**config.mk**
```make
export PLATFORM = sky130hd
export DESIGN_NAME = flash_sample_reader
export DESIGN_NICKNAME = d
export VERILOG_FILES = /design/src/rtl/flash_sample_reader.sv
export SDC_FILE = /design/constraint.sdc
export NUM_CORES = 1
export LEC_CHECK = 0
export ABC_AREA = 0
export BUFFER_PORTS_ARGS = -buffer_cell sky130_fd_sc_hd__buf_4
export CAP_MARGIN = 0
export CELL_PAD_IN_SITES_DETAIL_PLACEMENT = 0
export CELL_PAD_IN_SITES_GLOBAL_PLACEMENT = 2
export CORE_MARGIN = 2
export CORE_UTILIZATION = 33
export DETAILED_ROUTE_END_ITERATION = 16
export GPL_ROUTABILITY_DRIVEN = 0
export HOLD_SLACK_MARGIN = 0.1
export PLACE_DENSITY = 0.85
export SETUP_SLACK_MARGIN = 0.15
export SLEW_MARGIN = 40
export SYNTH_ARGS = -nofsm -noshare
export SYNTH_HDL_FRONTEND = slang
export SYNTH_SLANG_ARGS = --single-unit
```
**constraint.sdc**
```tcl
create_clock -name clk -period 3.4 [get_ports clk]
set_input_delay 0.68 -clock clk [delete_from_list [all_inputs] [get_ports clk]]
set_output_delay 0.68 -clock clk [all_outputs]
set_load 0.01 [all_outputs]
```
**src/rtl/flash_sample_reader.sv**
```systemverilog
// Flash audio playback reader: fetches one 32-bit word over Avalon-MM, plays both
// 16-bit halves on successive sample ticks, then pulses addr_advance to the address FSM.
module flash_sample_reader #(
    parameter int ADDR_W     = 23,
    parameter int SAMPLE_W   = 16,
    parameter int UNDERRUN_W = 8
) (
    input  logic                  clk,
    input  logic                  reset,
    input  logic                  enable,
    input  logic                  sample_tick,
    input  logic                  backward,
    input  logic [ADDR_W-1:0]     address,
    output logic                  addr_advance,
    output logic                  flash_mem_read,
    output logic [ADDR_W-1:0]     flash_mem_address,
    output logic [3:0]            flash_mem_byteenable,
    input  logic                  flash_mem_waitrequest,
    input  logic                  flash_mem_readdatavalid,
    input  logic [2*SAMPLE_W-1:0] flash_mem_readdata,
    output logic [SAMPLE_W-1:0]   audio_sample,
    output logic                  sample_valid,
    output logic [UNDERRUN_W-1:0] underrun_count
);

    typedef enum logic [2:0] {
        S_IDLE,
        S_REQ,
        S_WAIT_DATA,
        S_PLAY1,
        S_PLAY2,
        S_ADV,
        S_SETTLE
    } state_t;

    state_t                r_state;
    logic [2*SAMPLE_W-1:0] r_word;
    logic                  r_bwd;
    logic                  r_drop;

    logic w_fetching;
    logic w_underrun;
    logic w_cnt_full;

    assign flash_mem_byteenable = 4'b1111;

    assign w_fetching = (r_state == S_REQ) || (r_state == S_WAIT_DATA)
                     || (r_state == S_ADV) || (r_state == S_SETTLE);
    assign w_underrun = sample_tick && enable && w_fetching;
    assign w_cnt_full = &underrun_count;

    always_ff @(posedge clk or posedge reset) begin
        if (reset) begin
            r_state           <= S_IDLE;
            r_word            <= '0;
            r_bwd             <= 1'b0;
            r_drop            <= 1'b0;
            addr_advance      <= 1'b0;
            flash_mem_read    <= 1'b0;
            flash_mem_address <= '0;
            audio_sample      <= '0;
            sample_valid      <= 1'b0;
            underrun_count    <= '0;
        end else begin
            sample_valid <= 1'b0;
            addr_advance <= 1'b0;

            if (w_underrun && !w_cnt_full)
                underrun_count <= underrun_count + 1'b1;

            case (r_state)
                S_IDLE: begin
                    r_drop <= 1'b0;
                    if (enable) begin
                        flash_mem_address <= address;
                        flash_mem_read    <= 1'b1;
                        r_state           <= S_REQ;
                    end
                end

                // An accepted read cannot be aborted: losing enable only marks the data for dropping.
                S_REQ: begin
                    if (!enable)
                        r_drop <= 1'b1;
                    if (!flash_mem_waitrequest) begin
                        flash_mem_read <= 1'b0;
                        if (flash_mem_readdatavalid) begin
                            if (r_drop || !enable) begin
                                r_state <= S_IDLE;
                            end else begin
                                r_word  <= flash_mem_readdata;
                                r_state <= S_PLAY1;
                            end
                        end else begin
                            r_state <= S_WAIT_DATA;
                        end
                    end
                end

                S_WAIT_DATA: begin
                    if (!enable)
                        r_drop <= 1'b1;
                    if (flash_mem_readdatavalid) begin
                        if (r_drop || !enable) begin
                            r_state <= S_IDLE;
                        end else begin
                            r_word  <= flash_mem_readdata;
                            r_state <= S_PLAY1;
                        end
                    end
                end

                S_PLAY1: begin
                    if (!enable) begin
                        r_state <= S_IDLE;
                    end else if (sample_tick) begin
                        audio_sample <= backward ? r_word[2*SAMPLE_W-1:SAMPLE_W]
                                                 : r_word[SAMPLE_W-1:0];
                        r_bwd        <= backward;
                        sample_valid <= 1'b1;
                        r_state      <= S_PLAY2;
                    end
                end

                S_PLAY2: begin
                    if (!enable) begin
                        r_state <= S_IDLE;
                    end else if (sample_tick) begin
                        audio_sample <= r_bwd ? r_word[SAMPLE_W-1:0]
                                              : r_word[2*SAMPLE_W-1:SAMPLE_W];
                        sample_valid <= 1'b1;
                        addr_advance <= 1'b1;
                        r_state      <= S_ADV;
                    end
                end

                S_ADV: begin
                    r_state <= S_SETTLE;
                end

                // One spare cycle so the address FSM's new address is on the input before latching.
                S_SETTLE: begin
                    if (enable) begin
                        flash_mem_address <= address;
                        flash_mem_read    <= 1'b1;
                        r_drop            <= 1'b0;
                        r_state           <= S_REQ;
                    end else begin
                        r_state <= S_IDLE;
                    end
                end

                default: r_state <= S_IDLE;
            endcase
        end
    end

endmodule

```
# Yosys cells after proc, flatten, opt, wreduce, memory -nomap -nowiden
# Index checks and enable logic that the tools add are counted.
dict set report classes {
  n_addsub 1
  n_eq_ne 18
  n_reduce_logical 25
  muxes 32
}
# cell count
set op_table {}
lappend op_table {{$mux W16} 6}
lappend op_table {{$mux W32} 3}
lappend op_table {{$pmux W32 S2} 1}
lappend op_table {{$pmux W16 S2} 1}
lappend op_table {{$mux W3} 7}
lappend op_table {{$pmux W3 S7} 1}
lappend op_table {{$ne A2 B2 Y1 const B} 9}
lappend op_table {{$reduce_and A5 Y1} 2}
lappend op_table {{$eq A3 B3 Y1 const B} 3}
lappend op_table {{$mux W1} 9}
lappend op_table {{$reduce_and A3 Y1} 3}
lappend op_table {{$add A8 B1 Y8 const B} 1}
lappend op_table {{$reduce_and A8 Y1} 1}
lappend op_table {{$eq A3 B2 Y1 const B} 2}
lappend op_table {{$ne A3 B3 Y1 const B} 2}
lappend op_table {{$reduce_bool A2 Y1} 3}
lappend op_table {{$reduce_or A2 Y1} 3}
lappend op_table {{$logic_or A1 B1 Y1} 4}
lappend op_table {{$mux W2} 2}
lappend op_table {{$reduce_and A2 Y1} 2}
lappend op_table {{$eq A3 B1 Y1 const B} 1}
lappend op_table {{$logic_and A1 B1 Y1} 3}
lappend op_table {{$logic_not A3 Y1} 1}
lappend op_table {{$pmux W1 S3} 1}
lappend op_table {{4 further kinds} 5}
dict set report totals {
  ff_bits 87
  in_bits 62
  word_cells 86
  out_inout_bits 54
}

# Depth between registers and ports, before layout
dict set report depth {
  word_depth 6
  mapped_depth 6
  depth_no_buf 4
}

# Worst setup path before layout
# Ideal clock, no wire load.
dict set report synth_timing {
  path_kind {input to register}
  start {input port enable}
  end {register underrun_count[1]}
  arrival_time_ns 1.802
  path_buffers 1
  setup_ns 0.125
  t_required_ns 3.275
  path_slack_ns 1.473
  path_stages 5
  path_cell_list {clkbuf_1 > nand2_1 > a21o_1 > a21oi_1 > mux2_2}
}
dict set report synth_between {
  elab_chain_cells 3
}
# item line_no
set synth_lines {}
lappend synth_lines {{start, declared} 10} ;# input logic enable,
lappend synth_lines {{$logic_and A1 B1 Y1 (2 in series)} 49} ;# assign w_underrun = sample_tick && enable && w_fetching;
lappend synth_lines {{$logic_and A1 B1 Y1} 68} ;# if (w_underrun && !w_cnt_full)
lappend synth_lines {{end signal, assigned} 69} ;# underrun_count <= underrun_count + 1'b1;
lappend synth_lines {{end, declared} 23} ;# output logic [UNDERRUN_W-1:0] underrun_count
# No other way between the ends.
# A chain may end at the register's enable or synchronous reset.

# Worst setup path in the final report
dict set report layout_timing {
  start {register r_state[0]}
  end {register audio_sample[6]}
}
dict set report layout_between {
  elab_chain_cells 3
  word_cells_on_any_way 9
  cone_classes {6 x eq/ne; 1 x mux; 2 x reduce/logical}
}
# item line_no
set layout_lines {}
lappend layout_lines {{start, declared} 36} ;# state_t r_state;
lappend layout_lines {{start signal, assigned} 54} ;# r_state <= S_IDLE;
lappend layout_lines {{start signal, assigned} 77} ;# r_state <= S_REQ;
lappend layout_lines {{start signal, assigned} 89} ;# r_state <= S_IDLE;
lappend layout_lines {{$eq A3 B2 Y1 or $eq A3 B3 Y1 (tied branches)} 71} ;# case (r_state)
lappend layout_lines {{$ne A2 B2 Y1 (no source line) or $reduce_bool A2 Y1 (tied branches)} --}
lappend layout_lines {{$reduce_and A5 Y1 (no source line)} --}
lappend layout_lines {{end signal, assigned} 117} ;# audio_sample <= backward ? r_word[2*SAMPLE_W-1:SAMPLE_W]
lappend layout_lines {{end signal, assigned} 129} ;# audio_sample <= r_bwd ? r_word[SAMPLE_W-1:0]
lappend layout_lines {{end, declared} 21} ;# output logic [SAMPLE_W-1:0] audio_sample,
# Parallel ways exist; a longest one is shown, timed or not.

==> out/metrics.yaml <==
die_x_um: 111
initial_utilization: 0.334
synth-seq-area-share: 0.576
synth_area_mm2: 0.00378
cp-start-kind: "flip-flop"
dieArea_mm2: 0.0123
utilization: 0.447
track_usage: 0.130
netlist_instances: 290
wl_met2_mm: 3.66
synth_seq_cells: 87
grt_start_max_net_pins: 88
crit_path_max_fanout: 19
synth_warnings: 0
post-route-min-period_ps: 2200
grt_pass1_vias: 2650
skew_ps: 7.31
drtPass1Iterations: 4
route.detailed.drc: 0
relSlewSlack: 0.596
post-route-period-util: 0.647
avgSynthCellArea_um2: 13.0
regToRegSetupSlack_ps: 1200
core_mm2: 0.0113
grt_pass1_wl_mm: 13.0
crit_end: "audio_sample[6]"
drt_wl_total_mm: 7.73
hold_viol: 0
clock_path_buffers: 2
cts_made_buffers: 9
final_cell_mix: "buf_4 (114), dfrtp_1 (87), mux2_2 (57), nor2_1 (22), mux2i_1 (17)"
drtIter0Drc: 79
final_common_cell: "buf_4"
port-buffer-count: 111
cts_hold_buf: 0
drt.antenna.violating_nets: 0
wl_met3_um: 639
endpoint_kind: "flip-flop"
clk-insertion-delay-late_ps: 330
chipHeight_um: 111
synthToLayoutAreaGrowth_pct: 34.0
topRoutingLayerUsed: "met4"
power_density_mw_per_mm2: 890
placedCellCount: 533
setup_viol: 0
avgRoutedWirePerCell_um: 14.0
fmax_mhz: 454
drv_cap: 0
place_ws_ps: 1050
maxSlewViolCount: 0
grt_setup_unrepaired: "no"
yosys.area.top_type: "dfrtp_1"
dpl.hpwl_mm: 5.42
hp-class: "input pin to asynchronous set/reset pin"
ir_drop_mv: 0.381
timing.final.ws_setup_ps: 1200
nNetsFinal: 465
status: "completed"
clk_pin_slew_ps: 70
path_class: "flip-flop to flip-flop"
vias: 2586
io_pins: 116
cts.repair.resized: 0
clockRootBuffer: "clkbuf_16"
tightest_slew_ps: 605
power_leakage_uw: 0.00236
yosys-top-cells-area: "dfrtp_1 (58%), mux2_2 (17%), mux2i_1 (4.5%)"
timing.setup.tns_ps: 0
htree_levels: 3
crit_required_ps: 3600
cts_sinks: 87
met1_length_mm: 3.32
timing.rr.end: "audio_sample[6]"
placementRows: 39
post_cts_buffers: 0
gr-total-overflow: 0
antenna_found_initial: 0
r2r-start: "r_state[0]"
cts_tree: "built"
critPathArrivalTime_ps: 2400
antennaDiodeCount: 0
via_per_inst: 4.70
fin_cells: 550
synth.distinct_cells: 40
yosysTopAreaCellShare: 0.576
drive_gt1_frac: 0.501
r2r.worst_path.cells: 5
setup.worst_path.start: "r_state[0]"
==> cell type report <==
type	count	area, um2
Tap cell	143	179
Clock inverter	5	63.8
Sequential cell	87	2180
Inverter	4	16.3
Timing Repair Buffer	116	891
Multi-Input combinational cell	184	1500
Clock buffer	11	243
Fill cell	1064	6260
==> where the power goes <==
part           internal, uW  total, uW  leakage (uW)  switching, uW
clock                   596       1000      0.000147            408
combinational           942       1630       0.00116            693
sequential             1530       1870       0.00105            338
==> flip-flops by register name, summed over array words and instances, names as in the netlist <==
name               count
r_word                32
addr_advance           1
flash_mem_address     23
underrun_count         8
audio_sample          16
flash_mem_read         1
r_drop                 1
r_state                3
sample_valid           1
r_bwd                  1
==> metal layers <==
layer  vias to the layer above  track usage
met5                         -            0
met4                         0       0.0444
met3                        10       0.0448
met2                        91        0.208
met1                      1242        0.164
li1                       1243            -
==> Yosys cell counts <==
library cell	n
xor2_1	5
nor2_1	23
clkbuf_1	2
a21oi_2	10
buf_6	1
conb_1	1
nor3b_1	1
nand2b_1	5
buf_12	1
nand3_1	6
a31oi_1	4
mux2i_4	1
ha_1	1
and4_1	1
dfrtp_1	87
nor4bb_1	1
a21oi_1	14
inv_1	4
a2111oi_1	1
a2bb2oi_1	1
o21bai_1	1
mux2_2	57
o21ai_0	6
nand2_1	6
buf_2	10
buf_4	4
mux2i_1	17
and3_1	1
nand3b_1	3
o31a_1	1
nor3_1	1
a211oi_1	2
a41oi_1	1
o31ai_1	1
or3b_4	1
nor2b_1	3
a21o_1	2
nor4b_1	1
o22ai_1	1
or2_2	1
==> critical path, cell delays in order (launching register included) <==
cell	delay [ps]
dfrtp_1	580
or3b_4	530
mux2i_4	430
buf_8	220
mux2i_1	240
a21oi_2	70
==> kinds of logic (layout without fill, tap and decap cells) <==
family	count (synthesis)	in the layout	share of synthesized area
other	1	4	0.000992
flip-flops	87	87	0.576
buffers and inverters	22	136	0.0354
XOR/XNOR	5	5	0.0116
AO/OA/AOI/OAI	45	45	0.0794
multiplexers	75	75	0.221
adder cells (fa/ha/maj)	1	1	0.00331
AND/OR/NAND/NOR	54	54	0.0728
==> worst min-delay path by stage <==
stage | to | depth (start not counted)
final | r_word[18] | 3
after global routing | r_word[18] | 3
after CTS | r_word[18] | 3
after detailed placement | r_word[26] | 1
after global placement | underrun_count[5] | 1
after floorplan | r_word[0] | 1
==> per-stage QoR <==
step	hold WS [ps]	power, uW	cell area [um2]
final	456	4510	5060
after global routing	494	4820	5060
after CTS	470	4570	5050
after detailed placement	493	3550	4740
after global placement	480	3490	4740
after floorplan	479	2850	3790
No activity file was read; power rests on OpenSTA's default activity.
